==> src/rtl/mem_arbiter.sv <==
// mem_arbiter: two-port arbiter for one shared, fixed-latency memory.
//
// A fetch requester (i_*) and a data requester (d_*) share one memory.
// Requests are sampled only in IDLE. When both are pending, the one that was
// not served last wins. An access holds the memory for LATENCY cycles (BUSY)
// and then spends one cycle in RESP, where the owner's valid pulses.
//
// Ports
//   clk, rst_n          clock, asynchronous active-low reset
//   i_req, i_addr       fetch read request (level) and address
//   d_req, d_wr         data request (level), write flag
//   d_addr, d_wdata     data address, write data
//   mem_data_out        read data returned by the memory
//   i_grant, d_grant    requester owns the memory (BUSY and RESP)
//   i_valid, d_valid    one-cycle completion pulse (RESP)
//   rd_data             registered read data, shared by both requesters
//   mem_enable, mem_wr  memory enable / write strobe (BUSY only)
//   mem_addr            memory address (BUSY only, else 0)
//   mem_data_in         memory write data (BUSY only, else 0)
//   busy                state is not IDLE
module mem_arbiter #(
  parameter int LATENCY = 4
) (
  input  logic        clk,
  input  logic        rst_n,
  input  logic        i_req,
  input  logic [15:0] i_addr,
  input  logic        d_req,
  input  logic        d_wr,
  input  logic [15:0] d_addr,
  input  logic [15:0] d_wdata,
  input  logic [15:0] mem_data_out,
  output logic        i_grant,
  output logic        d_grant,
  output logic        i_valid,
  output logic        d_valid,
  output logic [15:0] rd_data,
  output logic        mem_enable,
  output logic        mem_wr,
  output logic [15:0] mem_addr,
  output logic [15:0] mem_data_in,
  output logic        busy
);

  typedef enum logic [1:0] {IDLE, BUSY, RESP} state_t;

  localparam logic [3:0] LAT_CNT = 4'(LATENCY);

  state_t      state, state_nxt;
  logic [3:0]  cnt;
  logic        sel_d;      // current owner: 1 = data side, 0 = fetch side
  logic        last_d;     // last served requester: 1 = data side
  logic        wr_q;
  logic [15:0] addr_q;
  logic [15:0] wdata_q;
  logic        take_i, take_d;

  // Next-state and selection
  always_comb begin
    state_nxt = state;
    take_i    = 1'b0;
    take_d    = 1'b0;
    case (state)
      IDLE: begin
        if (i_req && d_req) begin
          // Alternate when both are pending
          take_d = ~last_d;
          take_i = last_d;
        end else begin
          take_i = i_req;
          take_d = d_req;
        end
        if (take_i || take_d) state_nxt = BUSY;
      end
      BUSY: begin
        if (cnt == 4'd1) state_nxt = RESP;
      end
      RESP: begin
        state_nxt = IDLE;
      end
      default: begin
        state_nxt = IDLE;
      end
    endcase
  end

  // State, counter and captured access
  always_ff @(posedge clk or negedge rst_n) begin
    if (!rst_n) begin
      state   <= IDLE;
      cnt     <= 4'd0;
      sel_d   <= 1'b0;
      last_d  <= 1'b0;
      wr_q    <= 1'b0;
      addr_q  <= 16'd0;
      wdata_q <= 16'd0;
      rd_data <= 16'd0;
    end else begin
      state <= state_nxt;
      case (state)
        IDLE: begin
          if (take_i || take_d) begin
            sel_d   <= take_d;
            last_d  <= take_d;
            addr_q  <= take_d ? d_addr : i_addr;
            wr_q    <= take_d & d_wr;
            wdata_q <= take_d ? d_wdata : 16'd0;
            cnt     <= LAT_CNT;
          end
        end
        BUSY: begin
          // Final BUSY edge: stop the counter and capture read data
          if (cnt == 4'd1) begin
            cnt <= 4'd0;
            if (!wr_q) rd_data <= mem_data_out;
          end else begin
            cnt <= cnt - 4'd1;
          end
        end
        default: begin
        end
      endcase
    end
  end

  // Outputs decoded from state; memory bus is zero outside BUSY
  always_comb begin
    busy        = (state != IDLE);
    i_grant     = busy & ~sel_d;
    d_grant     = busy & sel_d;
    i_valid     = (state == RESP) & ~sel_d;
    d_valid     = (state == RESP) & sel_d;
    mem_enable  = (state == BUSY);
    mem_wr      = mem_enable & wr_q;
    mem_addr    = mem_enable ? addr_q : 16'd0;
    mem_data_in = mem_enable ? wdata_q : 16'd0;
  end

endmodule

==> config.mk <==
export PLATFORM = sky130hd
export DESIGN_NAME = mem_arbiter
export DESIGN_NICKNAME = d
export VERILOG_FILES = /design/src/rtl/mem_arbiter.sv
export SDC_FILE = /design/constraint.sdc
export NUM_CORES = 1
export LEC_CHECK = 0
export ABC_AREA = 1
export CAP_MARGIN = 20
export CORE_ASPECT_RATIO = 1.1
export CORE_MARGIN = 4
export CORE_UTILIZATION = 31
export CTS_CLUSTER_SIZE = 12
export DETAILED_ROUTE_END_ITERATION = 7
export PLACE_DENSITY = 0.58
export SETUP_SLACK_MARGIN = 0.05
export SYNTH_ARGS = -nofsm -noshare
export SYNTH_HDL_FRONTEND = slang
export SYNTH_SLANG_ARGS = --single-unit
==> constraint.sdc <==
create_clock -name clk -period 2.4 [get_ports clk]
set_input_delay 0.24 -clock clk [delete_from_list [all_inputs] [get_ports clk]]
set_output_delay 0.24 -clock clk [all_outputs]
set_load 0.01 [all_outputs]
==> run_results.csv <==
group,metric,value,unit
status,run_status,"finished clean",
synth,synth_area_leaders,"dfrtp_1, nand2_1, inv_1",
cts,clk_pin_slew,110,ps
detailed_routing,dr_total_vias,2784,
synth,ys_types,23,
worst_setup_path,reg2reg_slack,550,ps
worst_setup_path,worstSetupEndpointType,"output port",
global_routing,antenna_found_initial,0,
worst_setup_path,crit_chain,"inv_2 > nor2_4 > inv_4 > buf_4 > nor2_1 > clkdlybuf4s50_1",
power,leakagePower,2.23,nW
global_routing,grt_pass1_vias,2733,
worst_setup_path,reg2reg_from,"state[0]",
global_routing,grt_max_degree,35,
final_layout,drive_gt1_share,5.51,%
synth,yosys_most_used_dff,"dfrtp_1",
sta,min_period,2200,ps
detailed_routing,drt_iter0_markers,106,
floorplan,initial_core_util,32.1,%
sta,tns,0,ps
power,peakVddDrop,0.455,mV
detailed_routing,ant_nets,0,
synth,synth_area,2860,sq um
cts,cts_tree,"yes",
worst_setup_path,critPathLaunchType,"flip-flop",
placement,place_hpwl,5800,microns
worst_setup_path,r2r-end,"addr_q[1]",
sta,skew,11.5,ps
global_routing,grt_pass1_wl,12900,microns
floorplan,die_h,109,microns
worst_setup_path,path_delay_family,"buffers and inverters",
cts,clk_path_buf_depth,2,
sta,hold_slack,429,ps
synth,yosysWarnings,0,
job,drv_cap,0,
sta,post-route-period-util,91.6,%
worst_setup_path,criticalPathCategory,"reg -> out",
synth,synth.avg_cell_area,7.43,sq um
sta,setup_viol,0,
detailed_routing,wl,7750,microns
worst_setup_path,cp_num_buf_inv,4,
detailed_routing,drt_pass1_iterations,4,
cts,post_cts.repair.setup_buffers,0,
placement,numPortBuffers,123,
floorplan,fp.coreArea,8920,sq um
power,p_switching,1.97,mW
worst_setup_path,required,2160,ps
cts,cts_made_buffers,5,
detailed_routing,routedWlPerCell,12.5,microns
worst_setup_path,cpPeakStageDelay,550,ps
power,p_int,3.13,mW
power,clkPwrFrac,14.4,%
floorplan,pin_count,124,
sta,worst_pin_slew,669,ps
cts,cts.sinks,56,
sta,hold_viol_final,0,
synth,synth-async-reset-ratio,100,%
detailed_routing,drc,0,
floorplan,dieArea,10800,sq um
global_routing,grt.total_usage,14.8,%
floorplan,die_width,99.6,microns
cts,cts-root-buf,"clkbuf_8",
synth,synth_edf_count,0,
final_layout,area_delta_synth_final,53.3,%
sta,max_freq,455,MHz
global_routing,overflow,0,
power,netSwitchingFraction,38.7,%
synth,synth_top_area_cell,"dfrtp_1",
synth,synth_top_area_share,49.0,%
power,total_power,5.10,mW
power,p_per_area,1160,nW/um^2
min_path,hp-class,"in -> async",
final_layout,n_antenna_cell,0,
floorplan,rows,36,
worst_setup_path,crit_fanout,27,
sta,max_slew_margin,55.2,%
sta,grt_setup_unrepaired,"no",
sta,slew_viol_final,0,
synth,ys_ff_latch,56,
cts,h-tree-depth,2,
synth,yosysSeqAreaShare,49.0,%
cts,clk_latency,310,ps
synth,yosys.cell_count.top_type,"nand2_1",
worst_setup_path,worstPathArrival,1960,ps
final_layout,layout.nets,578,
synth,synthCells,385,
power,seqPwrFrac,31.2,%
power,pwr-share-comb,54.4,%
worst_setup_path,ff2ff_path_depth,7,
placement,globalplace.congestion,0.791,
worst_setup_path,slowest_stage,"clkdlybuf4s50_1",
synth,ys_top_cells_by_count,"nand2_1, inv_1, dfrtp_1, nor2_1, nand3_1",
synth,syn_nets,456,
detailed_routing,vias_per_cell,4.48,
flip-flops by register name, summed over array words and instances, names as in the netlist:
signal and count:
rd_data 16, wdata_q 16, addr_q 16, last_d 1
state 2, wr_q 1, cnt 4
power groups by stage:
stage	clock, mW	combinational (mW)	sequential (mW)
floorplan	0	1.41	1.65
global placement	0	2.79	1.60
detailed placement	0	2.82	1.61
CTS	0.762	2.84	1.59
global route	0.806	3.11	1.65
finish	0.734	2.78	1.59
cell type report:
type                       count  area, sq um
inverter                      94          355
tap                          114          143
timing repair buffer         135         1340
sequential                    56         1400
multi-input combinational    215         1000
clock buffer                   5         68.8
clock inverter                 3         68.8
fill                         898         4530
per-stage QoR:
stage,util [%],instances,area [sq um],setup slack (ps)
floorplan,-,385,2860,1010
global placement,47.5,613,4230,445
detailed placement,47.5,613,4230,405
CTS,49.2,622,4380,194
global route,49.2,622,4380,52.0
finish,49.2,622,4380,202
routing by layer:
metal / up-vias / GRT usage (%) / wire length, microns
met3: 5 / 3.84 / 603
met5: - / 0 / 0
met2: 100 / 24.7 / 3500
met4: 0 / 3.22 / 57
li1: 1407 / - / -
met1: 1272 / 19.3 / 3590
cells in the final DEF (no fill, tap or decap), types with 3 or more instances in the layout:
cell type / synthesis / routed
buf_4: 1 / 9
clkbuf_8: 0 / 5
clkdlybuf4s50_1: 0 / 122
dfrtp_1: 56 / 56
inv_1: 90 / 90
nand2_1: 91 / 91
nand3_1: 38 / 38
nand4_1: 17 / 17
nor2_1: 39 / 39
o21ai_0: 3 / 3
o22ai_1: 17 / 17
logic make-up (layout without fill, tap and decap cells):
family / after synthesis / in the layout / share of synthesized area (%)
flip-flops: 56 / 56 / 49.0
adder cells (fa/ha/maj): 2 / 2 / 0.875
AO/OA/AOI/OAI: 20 / 20 / 4.24
XOR/XNOR: 1 / 1 / 0.306
AND/OR/NAND/NOR: 192 / 192 / 29.7
buffers and inverters: 114 / 237 / 15.9
timing repair:
item,CTS,global route
endpoints found under the setup margin,1,0
hold buffers,1,0
gates resized for setup,1,0
endpoints found under the hold margin,22,0
worst max-delay path by stage:
stage	startpoint	to	slack [ps]	cells past startpoint
3_5_place_dp	state[0]	mem_wr	410	6
6_report	state[0]	mem_data_in[15]	200	6
5_1_grt	state[0]	mem_data_in[15]	50	6
2_1_floorplan	cnt[1]	rd_data[0]	1010	8
4_1_cts	state[0]	mem_wr	190	6
3_3_place_gp	state[0]	mem_data_in[0]	440	6
Note: power is estimated with default switching activity, not from simulation.
